`src/rtl/memory_bus_responder_if.sv`:
```
// Memory bus bundle between the CPU-side bus interface and the write responder.
// The WR_CNT member exists only when MEMORY_BUS_WR_COUNTER_EN is defined.
interface memory_bus_responder_if;
    logic        EN;
    logic        WE;
    logic [1:0]  BRAM_SELECT;
    logic [13:0] BRAM_ADDR;
    logic [15:0] DATA_IN;
    logic [15:0] WR_DATA;
    logic        CTL_WE;
    logic [12:0] CTL_ADDR;
    logic        DUTY_WE;
    logic [14:0] DUTY_ADDR;
    logic        MOD_WE;
    logic [14:0] MOD_ADDR;
    logic        NORMAL_WE;
    logic [8:0]  NORMAL_ADDR;
    logic        STM_WE;
    logic [18:0] STM_ADDR;
`ifdef MEMORY_BUS_WR_COUNTER_EN
    logic [15:0] WR_CNT;
`endif

    modport slave (
        input  EN, WE, BRAM_SELECT, BRAM_ADDR, DATA_IN,
        output WR_DATA, CTL_WE, CTL_ADDR, DUTY_WE, DUTY_ADDR, MOD_WE, MOD_ADDR,
               NORMAL_WE, NORMAL_ADDR, STM_WE, STM_ADDR
`ifdef MEMORY_BUS_WR_COUNTER_EN
        , WR_CNT
`endif
    );

    modport master (
        output EN, WE, BRAM_SELECT, BRAM_ADDR, DATA_IN,
        input  WR_DATA, CTL_WE, CTL_ADDR, DUTY_WE, DUTY_ADDR, MOD_WE, MOD_ADDR,
               NORMAL_WE, NORMAL_ADDR, STM_WE, STM_ADDR
`ifdef MEMORY_BUS_WR_COUNTER_EN
        , WR_CNT
`endif
    );
endinterface

```
`src/rtl/memory_bus_responder.sv`:
```
// Turns each CPU bus write transaction into one single-cycle strobe toward one target.
// Optional write counter output WR_CNT is enabled by defining MEMORY_BUS_WR_COUNTER_EN.
module memory_bus_responder #(
    parameter logic [13:0] ADDR_DUTY_TABLE_WR_PAGE = 14'h0010,
    parameter logic [13:0] ADDR_MOD_MEM_WR_SEGMENT = 14'h0011,
    parameter logic [13:0] ADDR_STM_MEM_WR_SEGMENT = 14'h0012,
    parameter logic [13:0] ADDR_STM_MEM_WR_PAGE    = 14'h0013
) (
    input  logic                  CLK,
    input  logic                  RST_N,
    memory_bus_responder_if.slave bus
);
    logic        req_q;
    logic        prev_req;
    logic [1:0]  sel_q;
    logic [13:0] addr_q;
    logic [15:0] data_q;
    logic [1:0]  duty_page;
    logic        mod_segment;
    logic        stm_segment;
    logic [3:0]  stm_page;
    logic        wr_event;
    logic        ctl_event;

    assign wr_event  = req_q & ~prev_req;
    assign ctl_event = wr_event && (sel_q == 2'd0) && !addr_q[13];

    // req_q and prev_req both reset high so a write held across reset release is ignored
    always_ff @(posedge CLK or negedge RST_N) begin
        if (!RST_N) begin
            req_q           <= 1'b1;
            prev_req        <= 1'b1;
            sel_q           <= '0;
            addr_q          <= '0;
            data_q          <= '0;
            duty_page       <= '0;
            mod_segment     <= 1'b0;
            stm_segment     <= 1'b0;
            stm_page        <= '0;
            bus.WR_DATA     <= '0;
            bus.CTL_WE      <= 1'b0;
            bus.CTL_ADDR    <= '0;
            bus.DUTY_WE     <= 1'b0;
            bus.DUTY_ADDR   <= '0;
            bus.MOD_WE      <= 1'b0;
            bus.MOD_ADDR    <= '0;
            bus.NORMAL_WE   <= 1'b0;
            bus.NORMAL_ADDR <= '0;
            bus.STM_WE      <= 1'b0;
            bus.STM_ADDR    <= '0;
`ifdef MEMORY_BUS_WR_COUNTER_EN
            bus.WR_CNT      <= '0;
`endif
        end else begin
            req_q    <= bus.EN & bus.WE;
            sel_q    <= bus.BRAM_SELECT;
            addr_q   <= bus.BRAM_ADDR;
            data_q   <= bus.DATA_IN;
            prev_req <= req_q;

            bus.CTL_WE    <= ctl_event;
            bus.DUTY_WE   <= wr_event && (sel_q == 2'd0) && addr_q[13];
            bus.MOD_WE    <= wr_event && (sel_q == 2'd1);
            bus.NORMAL_WE <= wr_event && (sel_q == 2'd2);
            bus.STM_WE    <= wr_event && (sel_q == 2'd3);

            if (wr_event) begin
                bus.WR_DATA     <= data_q;
                bus.CTL_ADDR    <= addr_q[12:0];
                bus.DUTY_ADDR   <= {duty_page, addr_q[12:0]};
                bus.MOD_ADDR    <= {mod_segment, addr_q};
                bus.NORMAL_ADDR <= addr_q[8:0];
                bus.STM_ADDR    <= {stm_segment, stm_page, addr_q};
`ifdef MEMORY_BUS_WR_COUNTER_EN
                bus.WR_CNT      <= bus.WR_CNT + 16'd1;
`endif
            end

            // page/segment registers take effect for the next transaction
            if (ctl_event) begin
                if (addr_q == ADDR_DUTY_TABLE_WR_PAGE) duty_page   <= data_q[1:0];
                if (addr_q == ADDR_MOD_MEM_WR_SEGMENT) mod_segment <= data_q[0];
                if (addr_q == ADDR_STM_MEM_WR_SEGMENT) stm_segment <= data_q[0];
                if (addr_q == ADDR_STM_MEM_WR_PAGE)    stm_page    <= data_q[3:0];
            end
        end
    end
endmodule
```
`src/flat_wrapper.sv`:
```
// flat-port wrapper written by rule: the top's interface ports become plain ports
module memory_bus_responder_flat 
#(
    parameter logic [13:0] ADDR_DUTY_TABLE_WR_PAGE = 14'h0010,
    parameter logic [13:0] ADDR_MOD_MEM_WR_SEGMENT = 14'h0011,
    parameter logic [13:0] ADDR_STM_MEM_WR_SEGMENT = 14'h0012,
    parameter logic [13:0] ADDR_STM_MEM_WR_PAGE    = 14'h0013
)
  (CLK, RST_N, bus_EN, bus_WE, bus_BRAM_SELECT, bus_BRAM_ADDR, bus_DATA_IN, bus_WR_DATA, bus_CTL_WE, bus_CTL_ADDR, bus_DUTY_WE, bus_DUTY_ADDR, bus_MOD_WE, bus_MOD_ADDR, bus_NORMAL_WE, bus_NORMAL_ADDR, bus_STM_WE, bus_STM_ADDR);
  memory_bus_responder_if bus_i ();
  input  logic CLK;
  input  logic RST_N;
  input wire logic [$bits(bus_i.EN)-1:0] bus_EN;
  input wire logic [$bits(bus_i.WE)-1:0] bus_WE;
  input wire logic [$bits(bus_i.BRAM_SELECT)-1:0] bus_BRAM_SELECT;
  input wire logic [$bits(bus_i.BRAM_ADDR)-1:0] bus_BRAM_ADDR;
  input wire logic [$bits(bus_i.DATA_IN)-1:0] bus_DATA_IN;
  output wire logic [$bits(bus_i.WR_DATA)-1:0] bus_WR_DATA;
  output wire logic [$bits(bus_i.CTL_WE)-1:0] bus_CTL_WE;
  output wire logic [$bits(bus_i.CTL_ADDR)-1:0] bus_CTL_ADDR;
  output wire logic [$bits(bus_i.DUTY_WE)-1:0] bus_DUTY_WE;
  output wire logic [$bits(bus_i.DUTY_ADDR)-1:0] bus_DUTY_ADDR;
  output wire logic [$bits(bus_i.MOD_WE)-1:0] bus_MOD_WE;
  output wire logic [$bits(bus_i.MOD_ADDR)-1:0] bus_MOD_ADDR;
  output wire logic [$bits(bus_i.NORMAL_WE)-1:0] bus_NORMAL_WE;
  output wire logic [$bits(bus_i.NORMAL_ADDR)-1:0] bus_NORMAL_ADDR;
  output wire logic [$bits(bus_i.STM_WE)-1:0] bus_STM_WE;
  output wire logic [$bits(bus_i.STM_ADDR)-1:0] bus_STM_ADDR;
  assign bus_i.EN = bus_EN;
  assign bus_i.WE = bus_WE;
  assign bus_i.BRAM_SELECT = bus_BRAM_SELECT;
  assign bus_i.BRAM_ADDR = bus_BRAM_ADDR;
  assign bus_i.DATA_IN = bus_DATA_IN;
  assign bus_WR_DATA = bus_i.WR_DATA;
  assign bus_CTL_WE = bus_i.CTL_WE;
  assign bus_CTL_ADDR = bus_i.CTL_ADDR;
  assign bus_DUTY_WE = bus_i.DUTY_WE;
  assign bus_DUTY_ADDR = bus_i.DUTY_ADDR;
  assign bus_MOD_WE = bus_i.MOD_WE;
  assign bus_MOD_ADDR = bus_i.MOD_ADDR;
  assign bus_NORMAL_WE = bus_i.NORMAL_WE;
  assign bus_NORMAL_ADDR = bus_i.NORMAL_ADDR;
  assign bus_STM_WE = bus_i.STM_WE;
  assign bus_STM_ADDR = bus_i.STM_ADDR;
  memory_bus_responder #(.ADDR_DUTY_TABLE_WR_PAGE(ADDR_DUTY_TABLE_WR_PAGE), .ADDR_MOD_MEM_WR_SEGMENT(ADDR_MOD_MEM_WR_SEGMENT), .ADDR_STM_MEM_WR_SEGMENT(ADDR_STM_MEM_WR_SEGMENT), .ADDR_STM_MEM_WR_PAGE(ADDR_STM_MEM_WR_PAGE)) u_core (.CLK(CLK), .RST_N(RST_N), .bus(bus_i));
endmodule
```
`config.mk`:
```
export PLATFORM = sky130hd
export DESIGN_NAME = memory_bus_responder_flat
export DESIGN_NICKNAME = d
export VERILOG_FILES = /design/src/rtl/memory_bus_responder_if.sv /design/src/rtl/memory_bus_responder.sv /design/src/flat_wrapper.sv
export SDC_FILE = /design/constraint.sdc
export NUM_CORES = 1
export LEC_CHECK = 0
export CORE_ASPECT_RATIO = 0.8
export CORE_MARGIN = 5
export CORE_UTILIZATION = 48
export CTS_BUF_LIST = sky130_fd_sc_hd__clkbuf_4 sky130_fd_sc_hd__clkbuf_8
export DETAILED_ROUTE_END_ITERATION = 12
export PLACE_DENSITY = 0.94
export SYNTH_ARGS = -nofsm -noshare
export SYNTH_HDL_FRONTEND = slang
export SYNTH_SLANG_ARGS = --single-unit
```
`constraint.sdc`:
```
create_clock -name CLK -period 2.6 [get_ports CLK]
set_input_delay 0.39 -clock CLK [delete_from_list [all_inputs] [get_ports CLK]]
set_output_delay 0.39 -clock CLK [all_outputs]
set_load 0.05 [all_outputs]
```
==> metrics.md <==
| Metric | Value |
|---|---|
| Mapped Nets | 320 |
| CTS buffer count | 9 |
| Yosys reg bits | 85 |
| Netlist Area Pre-Place | 3190 um^2 |
| Reg clk slew, reported paths | 80 ps |
| CTS tree | yes |
| RSZ-0062 raised after global routing | no |
| Crit Path Category | reg -> out |
| Clk sinks | 85 |
| Syn avg cell area | 11.2 um^2 |
| Antenna diodes | 0 |
| Clk_lat worst skew | 340 ps |
| YS warnings | 0 |
| Grt total ovfl | 0 |
| Layout area overhead | 36.4% |
| Hold WC Path Type | in -> async |
| Worst r2r src | u_core.addr_q[13]$_DFF_PN0_ |
| CP Depth | 1 |
| GRT Total Usage | 16.1% |
| PostCTS Resize Cnt | 0 |
| Drt first pass iters | 4 |
| Buf/Inv on CP | 1 |
| Port Buffers | 127 |
| CP peak stage delay | 840 ps |
| Initial antenna violation count | 0 |
| Remaining DRCs | 0 |
| Slew headroom | 32.7% |
| Setup slack, reg-to-reg | 720 ps |
| Via count | 2,106 |
| Die ar. | 8400 um^2 |
| Worst Tran Pin Value | 1010 ps |
| Synth cell types | 20 |
| Die Height | 83.0 um |
| Fin Setup TNS | 0 ps |
| Clock Path Buffers | 2 |
| Fmax | 0.500 GHz |
| Core Region | 6440 um^2 |
| Cells after Synth | 284 |
| Final setup viols | 0 |
| Sequential fraction of the synthesis area | 66.7% |
| Final period util | 76.9% |
| Final Hold Vio Count | 0 |
| Depth of the most critical reg-to-reg path | 4 |
| GPL Wtd Cong | 0.770 |
| Vias in the first global route | 2,199 |
| Commonest non-fill, non-tap cell in the layout | clkdlybuf4s50_1 |
| Iteration-0 DRC Markers | 75 |
| # nets final | 401 |
| Clock Skew | 8.34 ps |
| Most frequent cells in the layout | 126 x clkdlybuf4s50_1, 115 x nand2_1, 83 x dfrtp_1 |
| Initial core utilization | 49.6% |
| Slowest cell on the critical path | clkdlybuf4s50_1 |
| Crit-path cells | clkdlybuf4s50_1 |
| Worst setup EP type | output pin |
| Largest net degree at the start of global routing | 86 |
| Post-route ant nets | 0 |
| # rows | 26 |
| Cts hold-fix bufs | 0 |
| Leak | 2.02 nW |
| Routed WL | 6500 um |
| Worst reg2reg endpoint | u_core.duty_page[1]$_DFFE_PN0P_ |
| Share of layout cells above drive strength 1 | 7.57% |
| WL per Instance | 14.3 um |
| Critical path data required time | 2210 ps |
| Peak supply drop | 0.499 mV |
| PD cells | 811 nW/um^2 |
| Worst-path maximum fanout | 6 |
| Fill count | 497 |
| H-tree depth | 3 |
| I/O Pins | 128 |
| Outcome | complete, no violations |
| Register area | 2130 um^2 |
| Worst Setup SP | u_core.bus.STM_ADDR[2]$_DFFE_PN0P_ |
| Multi-input gate area | 671 um^2 |
| Max-cap violations | 0 |
| Die W | 101 um |
| Post-detail-place hpwl | 4700 um |
| Data arrival, critical path | 1610 ps |
| Fin crit period | 2000 ps |
| Vias per cell | 4.64 |
| Root buffer cell | clkbuf_8 |
| Hold WS | 212 ps |
| Critical path launch point type | register |
| First-pass GRT wire length | 10,600 um |
| Final slew viol count | 0 |
| Post-CTS setup buffers | 0 |
| Crit path max-delay family | buffers and inverters |
| Worst setup endpoint | bus_STM_ADDR[2] |
==> cells in the mapped netlist, drive strengths merged <==
cell	number	area share [%]
clkbuf	9	1.1
and3	1	0.20
nor2	1	0.12
buf	49	12
nor3	1	0.31
nand2b	1	0.20
nand4	1	0.20
dfstp	2	1.6
nor4	3	0.59
and4	1	0.27
nor4b	3	0.82
nand3	1	0.31
nor3b	3	1.0
nand2	115	14
and2	1	0.20
mux2	8	2.8
nor2b	1	0.20
dfrtp	83	65
==> per-stage QoR <==
step           util, %  setup WS, ps  instance area, um^2  std cells  power (mW)
3_3_place_gp      64.9           790                 4180        438        2.75
6_report          67.6           600                 4360        454        3.53
5_1_grt           67.6           521                 4360        454        3.69
3_5_place_dp      64.9           699                 4180        438        2.77
2_1_floorplan        -           939                 3190        284        2.44
4_1_cts           67.6           559                 4360        454        3.58
==> per-layer routing <==
| layer | vias to the layer above | global-route usage, % | part of all wire (%) | wire length [um] |
|---|---|---|---|---|
| met3 | 9 | 4.77 | 7.1 | 464 |
| met4 | 0 | 6.04 | 1.8 | 120 |
| met1 | 1008 | 18.0 | 39 | 2530 |
| li1 | 1003 | - | - | - |
| met2 | 86 | 28.6 | 52 | 3380 |
| met5 | - | 0 | 0 | 0 |
==> worst min path at each step <==
stage | from | end | slack (ps) | depth (start not counted)
after floorplan | RST_N | u_core.addr_q[0]$_DFF_PN0_ | 90 | 0
after global placement | u_core.req_q$_DFF_PN1_ | u_core.prev_req$_DFF_PN1_ | 370 | 0
after detailed placement | u_core.req_q$_DFF_PN1_ | u_core.prev_req$_DFF_PN1_ | 370 | 0
after CTS | RST_N | u_core.bus.MOD_WE$_DFF_PN0_ | 240 | 1
after global routing | RST_N | u_core.bus.STM_WE$_DFF_PN0_ | 300 | 1
final | RST_N | u_core.bus.MOD_WE$_DFF_PN0_ | 210 | 1
==> cell type report <==
| cell class | count | share of cell area (%) |
|---|---|---|
| sequential | 85 | 48.9 |
| timing repair buffer | 128 | 29.3 |
| multi-input combinational | 141 | 15.4 |
| clock buffer | 9 | 2.84 |
| tap | 84 | 2.41 |
| clock inverter | 7 | 1.18 |
==> sequential cells by signal (all words and copies together) (netlist names) <==
register              flops
u_core.addr_q            14
u_core.bus.DUTY_ADDR      2
u_core.bus.STM_ADDR      19
u_core.bus.WR_DATA       16
u_core.req_q              1
u_core.bus.DUTY_WE        1
u_core.stm_page           4
u_core.bus.CTL_WE         1
u_core.bus.NORMAL_WE      1
u_core.data_q            16
u_core.bus.MOD_ADDR       1
u_core.prev_req           1
u_core.bus.MOD_WE         1
u_core.bus.STM_WE         1
u_core.stm_segment        1
u_core.sel_q              2
u_core.mod_segment        1
u_core.duty_page          2
==> cell families (layout without fill, tap and decap cells) <==
group	Yosys count	in the layout	share of synthesized area, %
buf+inv	58	144	12.6
mux	8	8	2.82
flops	85	85	66.7
simple gates	133	133	17.9
==> power by group <==
group | switching, mW | internal, mW | leakage, nW
registers | 0.0817 | 1.42 | 1.06
logic | 0.840 | 0.383 | 0.889
clock network | 0.460 | 0.347 | 0.0739
total | 1.38 | 2.15 | 2.02
Power figures use the tool's default switching activity.
